$ cat src/rtl/m3_motor_cmd_sequencer_if.sv
// Operator panel / calc-block pin bundle for the motor command sequencer.
// slave is the sequencer's view, master is the panel+calc side.
interface m3_motor_cmd_sequencer_if;
  logic       tick100hzI;
  logic       btnStartI;
  logic       btnStopI;
  logic       btnRevI;
  logic       btnSpdUpI;
  logic       btnSpdDnI;
  logic       btnPwrUpI;
  logic       btnPwrDnI;
  logic       forceStopI;
  logic       atMinSpeedI;
  logic       m3startO;
  logic       m3forceStopO;
  logic       m3invRotateO;
  logic       m3speedINCo;
  logic       m3speedDECo;
  logic       m3powerINCo;
  logic       m3powerDECo;
  logic [2:0] stateO;

  modport slave (
    input  tick100hzI, btnStartI, btnStopI, btnRevI, btnSpdUpI, btnSpdDnI,
           btnPwrUpI, btnPwrDnI, forceStopI, atMinSpeedI,
    output m3startO, m3forceStopO, m3invRotateO, m3speedINCo, m3speedDECo,
           m3powerINCo, m3powerDECo, stateO
  );

  modport master (
    output tick100hzI, btnStartI, btnStopI, btnRevI, btnSpdUpI, btnSpdDnI,
           btnPwrUpI, btnPwrDnI, forceStopI, atMinSpeedI,
    input  m3startO, m3forceStopO, m3invRotateO, m3speedINCo, m3speedDECo,
           m3powerINCo, m3powerDECo, stateO
  );
endinterface

$ cat src/rtl/m3_motor_cmd_sequencer.sv
// Operator-command sequencer in front of m3_powerAndSpeedCalc.
// Debounces panel buttons on the 100 Hz tick, arbitrates commands and
// sequences direction reversal as ramp-down / dwell / flip / ramp-up.
module m3_motor_cmd_sequencer #(
  parameter int DEB_TICKS    = 3,
  parameter int RAMP_TIMEOUT = 1000,
  parameter int REV_DWELL    = 50,
  parameter int BRAKE_TICKS  = 20,
  parameter int CNT_W        = 16
) (
  input  logic                     clkI,
  input  logic                     nRstI,
  m3_motor_cmd_sequencer_if.slave  bus
);

  localparam int NUM_BTN  = 7;
  localparam int B_START  = 0;
  localparam int B_STOP   = 1;
  localparam int B_REV    = 2;
  localparam int B_SPD_UP = 3;
  localparam int B_SPD_DN = 4;
  localparam int B_PWR_UP = 5;
  localparam int B_PWR_DN = 6;

  localparam logic [CNT_W-1:0] ONE     = CNT_W'(1);
  localparam logic [CNT_W-1:0] CNT_MAX = '1;
  localparam logic [CNT_W-1:0] DEB_C   = CNT_W'(DEB_TICKS);
  localparam logic [CNT_W-1:0] RTO_C   = CNT_W'(RAMP_TIMEOUT);
  localparam logic [CNT_W-1:0] DWELL_C = CNT_W'(REV_DWELL);
  localparam logic [CNT_W-1:0] BRAKE_C = CNT_W'(BRAKE_TICKS);

  typedef enum logic [2:0] {
    S_IDLE     = 3'd0,
    S_RUN      = 3'd1,
    S_RAMP_DN  = 3'd2,
    S_REV_STOP = 3'd3,
    S_RAMP_UP  = 3'd4,
    S_BRAKE    = 3'd5
  } state_e;

  typedef struct packed {
    logic start;
    logic force_stop;
    logic spd_inc;
    logic spd_dec;
    logic pwr_inc;
    logic pwr_dec;
  } out_t;

  // ---------------------------------------------------------------------
  // Tick edge detect and forceStop synchroniser
  // ---------------------------------------------------------------------
  logic tick_q, fs_s1_q, fs_s2_q;
  logic tick_evt;

  assign tick_evt = bus.tick100hzI & ~tick_q;

  // Tick history for edge detection; two-flop sync on the emergency stop level
  always_ff @(posedge clkI or negedge nRstI) begin
    if (!nRstI) begin
      tick_q  <= 1'b0;
      fs_s1_q <= 1'b0;
      fs_s2_q <= 1'b0;
    end else begin
      tick_q  <= bus.tick100hzI;
      fs_s1_q <= bus.forceStopI;
      fs_s2_q <= fs_s1_q;
    end
  end

  // ---------------------------------------------------------------------
  // Button debounce: run-length of equal tick samples per button
  // ---------------------------------------------------------------------
  logic [NUM_BTN-1:0]            btn_raw;
  logic [NUM_BTN-1:0]            deb_last_q, deb_last_d;
  logic [NUM_BTN-1:0]            stable_q, stable_d;
  logic [NUM_BTN-1:0][CNT_W-1:0] deb_cnt_q, deb_cnt_d;
  logic [NUM_BTN-1:0]            press;

  assign btn_raw = {bus.btnPwrDnI, bus.btnPwrUpI, bus.btnSpdDnI, bus.btnSpdUpI,
                    bus.btnRevI, bus.btnStopI, bus.btnStartI};

  // Press is taken from the next stable level so FSM reacts on the tick clk itself
  assign press = stable_d & ~stable_q;

  // On each tick extend or restart the run of equal samples; accept level once long enough
  always_comb begin
    deb_last_d = deb_last_q;
    deb_cnt_d  = deb_cnt_q;
    stable_d   = stable_q;
    if (tick_evt) begin
      for (int i = 0; i < NUM_BTN; i++) begin
        if (btn_raw[i] == deb_last_q[i]) begin
          if (deb_cnt_q[i] < DEB_C) deb_cnt_d[i] = deb_cnt_q[i] + ONE;
        end else begin
          deb_cnt_d[i] = ONE;
        end
        deb_last_d[i] = btn_raw[i];
        if (deb_cnt_d[i] >= DEB_C) stable_d[i] = btn_raw[i];
      end
    end
  end

  // Debounce state registers
  always_ff @(posedge clkI or negedge nRstI) begin
    if (!nRstI) begin
      deb_last_q <= '0;
      deb_cnt_q  <= '0;
      stable_q   <= '0;
    end else begin
      deb_last_q <= deb_last_d;
      deb_cnt_q  <= deb_cnt_d;
      stable_q   <= stable_d;
    end
  end

  // ---------------------------------------------------------------------
  // Command FSM
  // ---------------------------------------------------------------------
  state_e           state_q, state_d;
  logic             tgt_rev_q, tgt_rev_d;
  logic             inv_q, inv_d;
  logic [CNT_W-1:0] ramp_q, ramp_d;
  logic [CNT_W-1:0] dwell_q, dwell_d;
  logic [CNT_W-1:0] brake_q, brake_d;

  // Next state and counters; a state exit suppresses that clk's count update
  always_comb begin
    state_d   = state_q;
    tgt_rev_d = tgt_rev_q;
    inv_d     = inv_q;
    ramp_d    = ramp_q;
    dwell_d   = dwell_q;
    brake_d   = brake_q;
    if (fs_s2_q && state_q != S_BRAKE) begin
      state_d = S_BRAKE;
      brake_d = '0;
    end else begin
      case (state_q)
        S_IDLE: begin
          if (press[B_START] && !press[B_STOP]) state_d = S_RUN;
        end
        S_RUN: begin
          if (press[B_STOP]) begin
            state_d   = S_RAMP_DN;
            tgt_rev_d = 1'b0;
            ramp_d    = '0;
          end else if (press[B_REV]) begin
            state_d   = S_RAMP_DN;
            tgt_rev_d = 1'b1;
            ramp_d    = '0;
          end
        end
        S_RAMP_DN: begin
          if (bus.atMinSpeedI || ramp_q == RTO_C) begin
            // rampCnt is kept: RAMP_UP counts it back down to restore speed
            if (tgt_rev_q && !press[B_STOP]) begin
              state_d = S_REV_STOP;
              dwell_d = '0;
              inv_d   = ~inv_q;
            end else begin
              state_d = S_IDLE;
            end
          end else begin
            if (press[B_STOP]) tgt_rev_d = 1'b0;
            if (tick_evt && ramp_q != CNT_MAX) ramp_d = ramp_q + ONE;
          end
        end
        S_REV_STOP: begin
          if (press[B_STOP]) begin
            state_d = S_IDLE;
          end else if (dwell_q == DWELL_C) begin
            state_d = S_RAMP_UP;
          end else if (tick_evt && dwell_q != CNT_MAX) begin
            dwell_d = dwell_q + ONE;
          end
        end
        S_RAMP_UP: begin
          if (press[B_STOP]) begin
            state_d   = S_RAMP_DN;
            tgt_rev_d = 1'b0;
            ramp_d    = '0;
          end else if (ramp_q == '0) begin
            state_d = S_RUN;
          end else if (tick_evt) begin
            ramp_d = ramp_q - ONE;
          end
        end
        S_BRAKE: begin
          if (!fs_s2_q && brake_q >= BRAKE_C) begin
            state_d = S_IDLE;
          end else if (tick_evt && brake_q != CNT_MAX) begin
            brake_d = brake_q + ONE;
          end
        end
        default: state_d = S_IDLE;
      endcase
    end
  end

  // FSM state, target, direction and counter registers
  always_ff @(posedge clkI or negedge nRstI) begin
    if (!nRstI) begin
      state_q   <= S_IDLE;
      tgt_rev_q <= 1'b0;
      inv_q     <= 1'b0;
      ramp_q    <= '0;
      dwell_q   <= '0;
      brake_q   <= '0;
    end else begin
      state_q   <= state_d;
      tgt_rev_q <= tgt_rev_d;
      inv_q     <= inv_d;
      ramp_q    <= ramp_d;
      dwell_q   <= dwell_d;
      brake_q   <= brake_d;
    end
  end

  // ---------------------------------------------------------------------
  // Registered control pins
  // ---------------------------------------------------------------------
  out_t out_q, out_d;

  // Pin levels decoded from the current state and stable button levels
  always_comb begin
    out_d = '0;
    case (state_q)
      S_RUN: begin
        out_d.start   = 1'b1;
        out_d.spd_inc = stable_q[B_SPD_UP] & ~stable_q[B_SPD_DN];
        out_d.spd_dec = stable_q[B_SPD_DN] & ~stable_q[B_SPD_UP];
        out_d.pwr_inc = stable_q[B_PWR_UP] & ~stable_q[B_PWR_DN];
        out_d.pwr_dec = stable_q[B_PWR_DN] & ~stable_q[B_PWR_UP];
      end
      S_RAMP_DN: begin
        out_d.start   = 1'b1;
        out_d.spd_dec = 1'b1;
      end
      S_RAMP_UP: begin
        out_d.start   = 1'b1;
        out_d.spd_inc = 1'b1;
      end
      S_BRAKE:   out_d.force_stop = 1'b1;
      default:   ;
    endcase
  end

  // Output register
  always_ff @(posedge clkI or negedge nRstI) begin
    if (!nRstI) out_q <= '0;
    else        out_q <= out_d;
  end

  assign bus.m3startO     = out_q.start;
  assign bus.m3forceStopO = out_q.force_stop;
  assign bus.m3speedINCo  = out_q.spd_inc;
  assign bus.m3speedDECo  = out_q.spd_dec;
  assign bus.m3powerINCo  = out_q.pwr_inc;
  assign bus.m3powerDECo  = out_q.pwr_dec;
  assign bus.m3invRotateO = inv_q;
  assign bus.stateO       = state_q;

endmodule

$ cat src/flat_wrapper.sv
// flat-port wrapper written by rule: the top's interface ports become plain ports
module m3_motor_cmd_sequencer_flat 
#(
  parameter int DEB_TICKS    = 3,
  parameter int RAMP_TIMEOUT = 1000,
  parameter int REV_DWELL    = 50,
  parameter int BRAKE_TICKS  = 20,
  parameter int CNT_W        = 16
)
  (clkI, nRstI, bus_tick100hzI, bus_btnStartI, bus_btnStopI, bus_btnRevI, bus_btnSpdUpI, bus_btnSpdDnI, bus_btnPwrUpI, bus_btnPwrDnI, bus_forceStopI, bus_atMinSpeedI, bus_m3startO, bus_m3forceStopO, bus_m3invRotateO, bus_m3speedINCo, bus_m3speedDECo, bus_m3powerINCo, bus_m3powerDECo, bus_stateO);
  m3_motor_cmd_sequencer_if bus_i ();
  input  logic clkI;
  input  logic nRstI;
  input wire logic [$bits(bus_i.tick100hzI)-1:0] bus_tick100hzI;
  input wire logic [$bits(bus_i.btnStartI)-1:0] bus_btnStartI;
  input wire logic [$bits(bus_i.btnStopI)-1:0] bus_btnStopI;
  input wire logic [$bits(bus_i.btnRevI)-1:0] bus_btnRevI;
  input wire logic [$bits(bus_i.btnSpdUpI)-1:0] bus_btnSpdUpI;
  input wire logic [$bits(bus_i.btnSpdDnI)-1:0] bus_btnSpdDnI;
  input wire logic [$bits(bus_i.btnPwrUpI)-1:0] bus_btnPwrUpI;
  input wire logic [$bits(bus_i.btnPwrDnI)-1:0] bus_btnPwrDnI;
  input wire logic [$bits(bus_i.forceStopI)-1:0] bus_forceStopI;
  input wire logic [$bits(bus_i.atMinSpeedI)-1:0] bus_atMinSpeedI;
  output wire logic [$bits(bus_i.m3startO)-1:0] bus_m3startO;
  output wire logic [$bits(bus_i.m3forceStopO)-1:0] bus_m3forceStopO;
  output wire logic [$bits(bus_i.m3invRotateO)-1:0] bus_m3invRotateO;
  output wire logic [$bits(bus_i.m3speedINCo)-1:0] bus_m3speedINCo;
  output wire logic [$bits(bus_i.m3speedDECo)-1:0] bus_m3speedDECo;
  output wire logic [$bits(bus_i.m3powerINCo)-1:0] bus_m3powerINCo;
  output wire logic [$bits(bus_i.m3powerDECo)-1:0] bus_m3powerDECo;
  output wire logic [$bits(bus_i.stateO)-1:0] bus_stateO;
  assign bus_i.tick100hzI = bus_tick100hzI;
  assign bus_i.btnStartI = bus_btnStartI;
  assign bus_i.btnStopI = bus_btnStopI;
  assign bus_i.btnRevI = bus_btnRevI;
  assign bus_i.btnSpdUpI = bus_btnSpdUpI;
  assign bus_i.btnSpdDnI = bus_btnSpdDnI;
  assign bus_i.btnPwrUpI = bus_btnPwrUpI;
  assign bus_i.btnPwrDnI = bus_btnPwrDnI;
  assign bus_i.forceStopI = bus_forceStopI;
  assign bus_i.atMinSpeedI = bus_atMinSpeedI;
  assign bus_m3startO = bus_i.m3startO;
  assign bus_m3forceStopO = bus_i.m3forceStopO;
  assign bus_m3invRotateO = bus_i.m3invRotateO;
  assign bus_m3speedINCo = bus_i.m3speedINCo;
  assign bus_m3speedDECo = bus_i.m3speedDECo;
  assign bus_m3powerINCo = bus_i.m3powerINCo;
  assign bus_m3powerDECo = bus_i.m3powerDECo;
  assign bus_stateO = bus_i.stateO;
  m3_motor_cmd_sequencer #(.DEB_TICKS(DEB_TICKS), .RAMP_TIMEOUT(RAMP_TIMEOUT), .REV_DWELL(REV_DWELL), .BRAKE_TICKS(BRAKE_TICKS), .CNT_W(CNT_W)) u_core (.clkI(clkI), .nRstI(nRstI), .bus(bus_i));
endmodule
$ cat config.mk
export PLATFORM = sky130hd
export DESIGN_NAME = m3_motor_cmd_sequencer_flat
export DESIGN_NICKNAME = d
export VERILOG_FILES = /design/src/rtl/m3_motor_cmd_sequencer_if.sv /design/src/rtl/m3_motor_cmd_sequencer.sv /design/src/flat_wrapper.sv
export SDC_FILE = /design/constraint.sdc
export NUM_CORES = 1
export LEC_CHECK = 0
export BUFFER_PORTS_ARGS = -buffer_cell sky130_fd_sc_hd__buf_2
export CORE_MARGIN = 4
export CORE_UTILIZATION = 35
export CTS_BUF_LIST = sky130_fd_sc_hd__clkbuf_4
export CTS_CLUSTER_SIZE = 8
export DETAILED_ROUTE_END_ITERATION = 8
export PLACE_DENSITY_LB_ADDON = 0.1
export SLEW_MARGIN = 5
export SYNTH_ARGS = -nofsm -noshare
export SYNTH_HDL_FRONTEND = slang
export SYNTH_SLANG_ARGS = --single-unit
$ cat constraint.sdc
create_clock -name clkI -period 2.84 [get_ports clkI]
set_clock_uncertainty 0.1 [all_clocks]
set_input_delay 0.426 -clock clkI [delete_from_list [all_inputs] [get_ports clkI]]
set_output_delay 0.426 -clock clkI [all_outputs]
set_load 0.02 [all_outputs]
==> run metrics, run 1 <==
power density relative to cell area about 630 nW/um^2; Critical Path Source Type register; number of design-rule violations left by the first detailed-router iteration between 400 and 500; post-synthesis area per instance 10.18 um^2; fraction of power consumed by combinational cells roughly a quarter; R2R Path Start u_core.ramp_q[0]$_DFFE_PN0P_; buffers and inverters on the worst path 2; WHS Endpoint u_core.deb_last_q[0]$_DFFE_PN0P_; remaining global-route overflow 0; maximum fanout count along the critical path 6; most area-consuming cells after synthesis sky130_fd_sc_hd__dfrtp_1 53%, sky130_fd_sc_hd__and2_1 7.0%, sky130_fd_sc_hd__nor2_1 3.2%, sky130_fd_sc_hd__o21ai_0 3.2%, sky130_fd_sc_hd__nand2_1 2.9%; largest area contributor in the synthesized netlist sky130_fd_sc_hd__dfrtp_1; maximum clock path buffer count 2; CTS tree yes; fraction of layout instances using a drive strength above 1 12.45%; Syn-to-layout area delta 11.19%; Leakage Power around 4.5 nW; internal reg-to-reg setup slack roughly 180 ps; Cell Rows 57; worst hold slack about 57 ps; io pins 22; Clock Power Share between 20% and 30%; via count of the first global-routing pass roughly 6.2k; unrepaired setup endpoints after global routing false; Hold Startpoint bus_btnStartI; remaining design rule violation count 0; final setup violation count 0; met1 WL 9414 um; critical path start-end classification reg2reg; Switching Fraction roughly a third; setup_tns 0 ps; cell type group with the largest total delay on the critical path simple AND/OR/NAND/NOR gates; Filler Cell Count about 2.4k; hold crit path type in2reg; ys async rst share 100.0%; Layout Cell Area excl Fill about 10000 um^2; antenna violations before repair 1; wire length of the first global-routing pass between 30,000 and 40,000 um; required time worst endpoint between 3000 and 4000 ps; sequential fraction of design power just over 50%; Clock transition at path regs between 150 and 200 ps; slowest stage cell, crit path sky130_fd_sc_hd__or4b_4; post-synthesis cell count a little under 900; period utilisation layout roughly 94%; worst ir drop on vdd ~0.26 mV; Clk Tree Root Cell sky130_fd_sc_hd__clkbuf_4; top sig layer met4; max_cap viols 0; Area after DPL between 9000 and 10,000 um^2; Total Routing Usage GR 13.95%; Routed WL roughly 19,000 um; core area around 25,000 um^2; max-slew violations 0; sequential fraction of the synthesis area 53.30%; total power of the final layout a little over 6 mW; crit path cell chain inv_1, ha_1, or4b_4, nor4_4, buf_4, o22ai_1, nor3_1, nor2_1, o211ai_1, o31ai_1; die extent in x 166.8 um; Post CTS Setup Buffer Count 0; H-tree Lvls 4; clock buffer count from CTS 17; most frequent cell after synthesis sky130_fd_sc_hd__dfrtp_1; Finished Core Util 40.00%; Worst slew margin 29.41%; transition time at the pin with the least slew margin 1055 ps; power dissipated by switching net loads approximately 2.2 mW; flip-flop and latch count after synthesis ~190; die area 27,820 um^2; Met2 Wirelength between 8000 and 9000 um; critical path arrival ~3000 ps; design internal power 3.999 mW; Port Buffers 21; outcome finished, final reports clean; number of flops mapped to enable cells by yosys 0; routed wire length on met3 around 550 um; distinct cell type count of the synthesized netlist 69; post-synth net total approximately 900; Clock Sink Count 188; routed wirelength normalized by instance count around 15 um; y dimension of the die about 170 um; share of the synthesized area in the top cell type between 50 and 60%; half-perimeter wire length after placement ~13,000 um; top cells by instance count after synthesis 188 x sky130_fd_sc_hd__dfrtp_1, 99 x sky130_fd_sc_hd__and2_1, 75 x sky130_fd_sc_hd__nor2_1, 68 x sky130_fd_sc_hd__nand2_1, 56 x sky130_fd_sc_hd__o21ai_0; GP Congestion 0.8011; Post-DRT Antenna Nets 0; number of warnings issued by yosys 0; post-DR vias/cell 5.005; Min Clock Period, post-route ~2700 ps; Max Clk Rate roughly 0.38 GHz; peak per-stage delay on the critical path ~540 ps; kind of end point of the critical path register; worst-skew pair later-pin latency approximately 580 ps; DRT Pass-1 Iters 6; final-stage net count between 900 and 1k; path depth of the worst reg2reg path 10; number of cells traversed by the worst hold path 3; total number of vias around 6.3k; number of hold violations in the final report 0; endpoint of the worst-slack reg-to-reg timing path u_core.bus.stateO[1]$_DFFE_PN0P_; largest net degree at the start of global routing 93; Mapped Area approximately 8800 um^2; top flip-flop cell by instance count after synthesis sky130_fd_sc_hd__dfrtp_1; initial standard-cell utilization of the core roughly 36%
## cell usage in the layout (no fill, tap or decap), types with 8 or more instances in the layout
master,netlist,final
sky130_fd_sc_hd__dlygate4sd3_1,0,8
sky130_fd_sc_hd__nor3_1,22,22
sky130_fd_sc_hd__clkbuf_4,0,17
sky130_fd_sc_hd__nand3_1,23,23
sky130_fd_sc_hd__nand4_1,18,18
sky130_fd_sc_hd__dfrtp_1,188,188
sky130_fd_sc_hd__inv_1,26,26
sky130_fd_sc_hd__nor2_1,75,75
sky130_fd_sc_hd__nor4_1,27,27
sky130_fd_sc_hd__xor2_1,14,14
sky130_fd_sc_hd__xnor2_1,8,8
sky130_fd_sc_hd__buf_2,9,20
sky130_fd_sc_hd__o31ai_1,14,14
sky130_fd_sc_hd__ha_1,13,13
sky130_fd_sc_hd__or3_1,10,10
sky130_fd_sc_hd__a21oi_1,28,28
sky130_fd_sc_hd__buf_4,1,33
sky130_fd_sc_hd__a31oi_1,9,9
sky130_fd_sc_hd__and2_1,99,99
sky130_fd_sc_hd__nand2_1,68,68
sky130_fd_sc_hd__o21ai_0,56,56
sky130_fd_sc_hd__and3_1,11,11
sky130_fd_sc_hd__nor2b_1,8,8
## through the flow
stage / cells / setup slack [ps]
after detailed placement: 1208 / 152.3
after global placement: 1208 / 195.4
after floorplan: 867 / 381.3
after CTS: 1248 / 114.0
after global routing: 1249 / 13.79
final: 1249 / 176.5
## sequential cells by signal, indices dropped and copies added, names as in the netlist
name	flops
u_core.ramp_q	16
u_core.bus.m3speedINCo	1
u_core.tgt_rev_q	1
u_core.stable_q	7
u_core.brake_q	16
u_core.bus.m3powerDECo	1
u_core.bus.m3powerINCo	1
u_core.dwell_q	16
u_core.tick_q	1
u_core.fs_s2_q	1
u_core.bus.m3forceStopO	1
u_core.deb_last_q	7
u_core.bus.m3invRotateO	1
u_core.fs_s1_q	1
u_core.bus.stateO	3
u_core.deb_cnt_q	112
u_core.bus.m3startO	1
u_core.bus.m3speedDECo	1
## power by group through the flow
stage,clock network [mW],registers (mW),logic (mW)
floorplan,0,3.15,1.07
global placement,0,3.20,1.45
detailed placement,0,3.20,1.45
CTS,1.63,3.15,1.47
global route,1.73,3.20,1.69
finish,1.54,3.15,1.47
## worst max path at each step
stage | start | end | slack, ps | cells past startpoint
floorplan | u_core.ramp_q[0]$_DFFE_PN0P_ | u_core.ramp_q[6]$_DFFE_PN0P_ | 380 | 9
global placement | u_core.ramp_q[0]$_DFFE_PN0P_ | u_core.bus.stateO[1]$_DFFE_PN0P_ | 200 | 10
detailed placement | u_core.ramp_q[0]$_DFFE_PN0P_ | u_core.bus.stateO[1]$_DFFE_PN0P_ | 150 | 10
CTS | u_core.ramp_q[0]$_DFFE_PN0P_ | u_core.bus.stateO[1]$_DFFE_PN0P_ | 110 | 10
global route | u_core.ramp_q[0]$_DFFE_PN0P_ | u_core.bus.stateO[1]$_DFFE_PN0P_ | 10 | 10
finish | u_core.ramp_q[0]$_DFFE_PN0P_ | u_core.bus.stateO[1]$_DFFE_PN0P_ | 180 | 10
## timing repair
| action | CTS | global route |
|---|---|---|
| hold buffers | 8 | 0 |
| gates resized for setup | 0 | 1 |
| endpoints found under the hold margin | 94 | 0 |
| endpoints found under the setup margin | 0 | 1 |
## routing by layer
metal  vias to the layer above  global-route usage [%]
li1                       3188                       -
met1                      2973                   19.98
met2                        76                   21.87
met3                        14                   3.105
met4                         0                   2.988
met5                         -                       0
## worst reg2reg max path, stage by stage (launching register included)
cell	delay, ps
sky130_fd_sc_hd__dfrtp_1	440
sky130_fd_sc_hd__inv_1	100
sky130_fd_sc_hd__ha_1	270
sky130_fd_sc_hd__or4b_4	540
sky130_fd_sc_hd__nor4_4	310
sky130_fd_sc_hd__buf_4	170
sky130_fd_sc_hd__o22ai_1	70
sky130_fd_sc_hd__nor3_1	190
sky130_fd_sc_hd__nor2_1	110
sky130_fd_sc_hd__o211ai_1	170
sky130_fd_sc_hd__o31ai_1	90
## area by class of cell
type / instances / area (um^2) / area share, %
inverters: 26 / 97.59 / 0.9945
clock inverters: 15 / 180.2 / 1.836
flip-flops and latches: 188 / 4705 / 47.94
diodes: 1 / 2.502 / 0.02550
multi-input cells: 615 / 3834 / 39.07
repair buffers: 63 / 461.7 / 4.705
well taps: 324 / 405.4 / 4.131
clock buffers: 17 / 127.6 / 1.301
## cell families (layout without fill, tap and decap cells)
group,count (synthesis),after routing,share of synthesized area (%)
flops,188,188,53.30
simple gates,398,398,24.74
fa+ha+maj,13,13,1.843
buf+inv,64,121,3.360
mux,5,5,0.5671
xor+xnor,22,22,2.183
other cells,0,1,0
compound gates,177,177,14.01
Note: power is estimated with default switching activity, not from simulation.
==> run 2, diff against run 1 <==
--- a/config.mk
+++ b/config.mk
@@ -7,8 +7,8 @@
 export LEC_CHECK = 0
 export BUFFER_PORTS_ARGS = -buffer_cell sky130_fd_sc_hd__buf_2
 export CORE_MARGIN = 4
-export CORE_UTILIZATION = 35
-export CTS_BUF_LIST = sky130_fd_sc_hd__clkbuf_4
+export CORE_UTILIZATION = 65
+export CTS_BUF_LIST = sky130_fd_sc_hd__clkbuf_4 sky130_fd_sc_hd__clkbuf_8
 export CTS_CLUSTER_SIZE = 8
 export DETAILED_ROUTE_END_ITERATION = 8
 export PLACE_DENSITY_LB_ADDON = 0.1
==> run 2 against run 1 <==
  * Sequential share of layout area increased by 0.86 points
  * Register-to-register slack about the same
  * Highest routed layer unchanged
  * Critical endpoint is now u_core.bus.stateO[0]$_DFFE_PN0P_
  * Worst setup slack got worse by 15 ps
  * Design area decreased by 1.8%
  * Critical path type is now in2reg
  * Wire length decreased by 3.3%
  * Clock power increased by 19%
  * Sequential power about the same
==> run metrics, run 2 (same netlist as run 1, synthesis figures left out) <==
transition time at the pin with the least slew margin 618.7 ps; y dimension of the die about 120 um; post-DR vias/cell slightly above 6; CTS tree yes; hold crit path type in2reg; die extent in x 124.5 um; Post CTS Setup Buffer Count 0; Finished Core Util around 73%; routed wirelength normalized by instance count 16.52 um; leading cell types in the layout, fill and taps excluded 188 x sky130_fd_sc_hd__dfrtp_1, 99 x sky130_fd_sc_hd__and2_1, 75 x sky130_fd_sc_hd__nor2_1; internal reg-to-reg setup slack between 150 and 200 ps; outcome finished, final reports clean; max_cap viols 0; Port Buffers 21; count of non-filler cells in the finished layout around 1.1k; Clock transition at path regs around 100 ps; DRT Pass-1 Iters 8; number of cells traversed by the worst hold path 3; total number of vias about 6.6k; Routed WL between 15,000 and 20,000 um; worst setup slack before clock tree synthesis 10.47 ps; largest net degree at the start of global routing 67; GP Congestion 0.9021; wire length of the first global-routing pass ~31,000 um; Total Routing Usage GR 24.14%; total power of the final layout between 6 and 7 mW; half-perimeter wire length after placement 12,340 um; maximum fanout count along the critical path 6; setup_tns 0 ps; maximum clock path buffer count 2; Largest register FFs between 100 and 150; worst ir drop on vdd 0.5520 mV; unrepaired setup endpoints after global routing false; final-stage net count 923; critical path arrival roughly 3000 ps; period utilisation layout between 90% and 100%; Min Clock Period, post-route about 2700 ps; clock buffer count from CTS 17; Critical Path Source Type input pin; number of instances in the placed design 1,052; number of hold violations in the final report 0; Post-DRT Antenna Nets 0; worst-skew pair later-pin latency 460 ps; Clk Tree Root Cell sky130_fd_sc_hd__clkbuf_8; kind of end point of the critical path register; remaining design rule violation count 0; required time worst endpoint just over 3000 ps; Clock Sink Count 188; Area after DPL just over 9000 um^2; io pins 22; die area between 15,000 and 20,000 um^2; Syn-to-layout area delta 9.229%; H-tree Lvls 4; top register by number of flip-flops u_core.deb_cnt_q; remaining global-route overflow 0; via count of the first global-routing pass 6,644; Max Clk Rate 0.3734 GHz; fraction of layout instances using a drive strength above 1 approximately 12%; core area roughly 13,000 um^2; Leakage Power approximately 4.5 nW; initial standard-cell utilization of the core approximately 66%; number of design-rule violations left by the first detailed-router iteration between 400 and 500; count of inserted antenna diode cells 0; most frequent standard cell in the layout excluding fill and tap cells sky130_fd_sc_hd__dfrtp_1; worst hold slack roughly 120 ps; antenna violations before repair 0; path depth of the worst reg2reg path 8; power density relative to cell area about 670 nW/um^2; final setup violation count 0; setup slack after layout roughly 160 ps; max-slew violations 0; critical path start-end classification in2reg; Worst slew margin 58.75%; Layout Cell Area excl Fill 9641 um^2; Cell Rows 42
==> run 2: cell count changes in the layout (fill, tap and decap cells not counted), moves of 3 or more <==
cell                            previous run  this run
sky130_fd_sc_hd__clkbuf_4                 17         0
sky130_fd_sc_hd__clkbuf_8                  1        18
sky130_fd_sc_hd__buf_4                    33        24
sky130_fd_sc_hd__dlygate4sd3_1             8         3
sky130_fd_sc_hd__clkinv_4                  1         4
sky130_fd_sc_hd__clkinvlp_4                3         0
==> run 2: layer usage <==
layer | GRT usage [%] | vias up | wire (um)
met5 | 0 | - | 0
met4 | 6.319 | 0 | 225
met3 | 5.017 | 25 | 739
met2 | 40.71 | 161 | 8997
met1 | 32.18 | 3274 | 7994
li1 | - | 3150 | -
==> run 2: final cells by class <==
cell class | instances | area [um^2]
clock buffer | 18 | 247.7
clock inverter | 14 | 178.9
fill | 931 | 3655
inverter | 26 | 97.59
multi-input combinational | 615 | 3839
sequential | 188 | 4705
tap | 176 | 220.2
timing repair buffer | 50 | 352.8
==> run 2: worst max-delay path: stages <==
cell and delay, ps:
sky130_fd_sc_hd__dlygate4sd3_1 510, sky130_fd_sc_hd__buf_2 120, sky130_fd_sc_hd__nand2b_1 260, sky130_fd_sc_hd__nor2_1 170, sky130_fd_sc_hd__o21ai_0 180, sky130_fd_sc_hd__or4_1 570
sky130_fd_sc_hd__a32oi_1 300, sky130_fd_sc_hd__o21ai_0 170, sky130_fd_sc_hd__o211ai_1 230
==> run 2: where the power goes <==
part	switching (mW)	internal, mW	leakage (nW)	total, mW
clock network	1.00	0.840	0.216	1.84
logic	0.876	0.581	1.74	1.46
registers	0.268	2.90	2.53	3.17
total	2.14	4.32	4.49	6.47
==> run 2: path summary, 6_finish.rpt <==
path,from,endpoint
worst max-delay path,bus_tick100hzI,u_core.bus.stateO[0]$_DFFE_PN0P_
worst min-delay path,bus_btnStopI,u_core.deb_last_q[1]$_DFFE_PN0P_
worst max register to register,u_core.ramp_q[0]$_DFFE_PN0P_,u_core.ramp_q[11]$_DFFE_PN0P_
worst min register to register,u_core.fs_s1_q$_DFF_PN0_,u_core.fs_s2_q$_DFF_PN0_
max in group asynchronous,nRstI,u_core.dwell_q[11]$_DFFE_PN0P_
min in group asynchronous,nRstI,u_core.deb_cnt_q[44]$_DFFE_PN0P_
==> run 2: what timing repair did <==
item                                    in CTS  in global routing
gates resized for setup                      0                  6
endpoints found under the setup margin       0                 27
hold buffers                                 3                  0
endpoints found under the hold margin       62                  0
==> run 3, diff against run 2 <==
==> constraint.sdc (replaced) <==
create_clock -name clkI -period 2.75 [get_ports clkI]
set_clock_uncertainty 0.1 [all_clocks]
set_input_delay 0.4125 -clock clkI [delete_from_list [all_inputs] [get_ports clkI]]
set_output_delay 0.4125 -clock clkI [all_outputs]
set_load 0.02 [all_outputs]
==> run 3 against run 2 <==
  * Design area about the same
  * Non-clock buffer count increased by 1
  * Wire length about the same
  * Sequential share of layout area about the same
  * Die area unchanged
  * Largest cell class unchanged
  * Largest power group unchanged
==> run metrics, run 3 (same netlist as run 1, synthesis figures left out) <==
Largest register FFs 112; transition time at the pin with the least slew margin 1024 ps; die extent in x approximately 120 um; most frequent standard cell in the layout excluding fill and tap cells sky130_fd_sc_hd__dfrtp_1; Port Buffers 21; Leakage Power around 4.5 nW; y dimension of the die between 100 and 150 um; critical path start-end classification reg2reg; Worst slew margin 31.48%; Clock Sink Count ~190; maximum clock path buffer count 2; Min Clock Period, post-route approximately 2600 ps; Post CTS Setup Buffer Count 0; half-perimeter wire length after placement approximately 12,000 um; die area 15,510 um^2; Met2 Wirelength between 8000 and 9000 um; required time worst endpoint roughly 3000 ps; count of inserted antenna diode cells 0; H-tree Lvls 4; routed wirelength normalized by instance count ~16 um; Cell Rows 42; max_cap viols 0; Total Routing Usage GR about a quarter; clock buffer count from CTS 17; Clk Tree Root Cell sky130_fd_sc_hd__clkbuf_8; Post-DRT Antenna Nets 0; GP Congestion 0.9037; Routed WL about 18,000 um; post-DR vias/cell 6.107; via count of the first global-routing pass between 6k and 7k; Max Clk Rate 0.3774 GHz; power density relative to cell area ~690 nW/um^2; kind of end point of the critical path register; DRT Pass-1 Iters 5; worst ir drop on vdd 0.7453 mV; Area after DPL ~9000 um^2; number of design-rule violations left by the first detailed-router iteration slightly below 600; io pins 22; core area around 13,000 um^2; Syn-to-layout area delta 9.300%; routed wire length on met3 roughly 860 um; path depth of the worst reg2reg path 9; setup_tns 0 ps; max-slew violations 0; met1 WL between 7000 and 8000 um; outcome finished, final reports clean; number of cells traversed by the worst hold path 3; antenna violations before repair 0; top register by number of flip-flops u_core.deb_cnt_q; Critical Path Source Type register; wire length of the first global-routing pass 31,140 um; initial standard-cell utilization of the core about two thirds; Layout Cell Area excl Fill slightly below 10,000 um^2; fraction of layout instances using a drive strength above 1 about 12%; leading cell types in the layout, fill and taps excluded 188 x sky130_fd_sc_hd__dfrtp_1, 99 x sky130_fd_sc_hd__and2_1, 75 x sky130_fd_sc_hd__nor2_1; critical path arrival approximately 2900 ps; hold crit path type in2reg; period utilisation layout a little over nine tenths; total power of the final layout between 6 and 7 mW; number of hold violations in the final report 0; total number of vias approximately 6.6k; CTS tree yes; maximum fanout count along the critical path 6; remaining global-route overflow 0; worst hold slack between 60 and 70 ps; final setup violation count 0; remaining design rule violation count 0; final-stage net count between 900 and 1k; largest net degree at the start of global routing 77; Clock transition at path regs 110 ps; worst-skew pair later-pin latency between 400 and 500 ps; top sig layer met4
-- run 3: worst paths after layout --
| kind | startpoint | to | slack (ps) |
|---|---|---|---|
| min in group asynchronous | nRstI | u_core.fs_s2_q$_DFF_PN0_ | 360 |
| max in group asynchronous | nRstI | u_core.deb_cnt_q[82]$_DFFE_PN0P_ | 1370 |
| hold / removal | bus_btnStopI | u_core.deb_last_q[1]$_DFFE_PN0P_ | 70 |
| hold reg to reg | u_core.fs_s1_q$_DFF_PN0_ | u_core.fs_s2_q$_DFF_PN0_ | 280 |
| setup / recovery | u_core.ramp_q[0]$_DFFE_PN0P_ | u_core.ramp_q[14]$_DFFE_PN0P_ | 100 |
| setup reg to reg | u_core.ramp_q[0]$_DFFE_PN0P_ | u_core.ramp_q[14]$_DFFE_PN0P_ | 100 |
-- run 3: where the power goes --
part / switching, mW / internal (mW) / leakage (nW)
Sequential: 0.280 / 3.00 / 2.53
Clock: 1.09 / 0.730 / 0.205
Combinational: 0.915 / 0.620 / 1.75
Total: 2.28 / 4.35 / 4.48
-- run 3: metal layers --
layer,track usage [%],vias up
li1,-,3142
met1,31.97,3294
met2,38.68,172
met3,5.789,36
met4,9.478,0
met5,0,-
-- run 3: what timing repair did --
item                       in CTS  in global routing
gates resized for setup         2                  7
hold endpoints to repair       51                  0
setup endpoints to repair      12                 19
pin swaps                       0                  2
hold buffers                    3                  0
-- run 3: final cells by class --
| class | count | area (um^2) |
|---|---|---|
| flip-flops and latches | 188 | 4705 |
| multi-input cells | 615 | 3869 |
| fillers | 951 | 3649 |
| repair buffers | 51 | 360.3 |
| clock buffers | 19 | 261.5 |
| well taps | 176 | 220.2 |
| clock inverters | 13 | 133.9 |
| inverters | 26 | 97.59 |
-- run 3: critical path: stages (launching register included) --
cell and delay [ps]:
sky130_fd_sc_hd__dfrtp_1 440, sky130_fd_sc_hd__inv_1 120, sky130_fd_sc_hd__ha_2 250, sky130_fd_sc_hd__or4b_4 530, sky130_fd_sc_hd__or2_1 270, sky130_fd_sc_hd__or3_4 380, sky130_fd_sc_hd__nor2_1 110, sky130_fd_sc_hd__o221ai_1 120
sky130_fd_sc_hd__mux2i_1 160, sky130_fd_sc_hd__nor2_1 60
-- run 3: stage by stage --
step           utilization (%)  setup slack (ps)  cells
5_1_grt                  72.56            -4.930   1088
3_3_place_gp             69.00             66.01   1053
3_5_place_dp             69.00            -44.72   1053
6_report                 72.56             100.1   1088
4_1_cts                  72.27             32.21   1088
2_1_floorplan                -             291.3    867
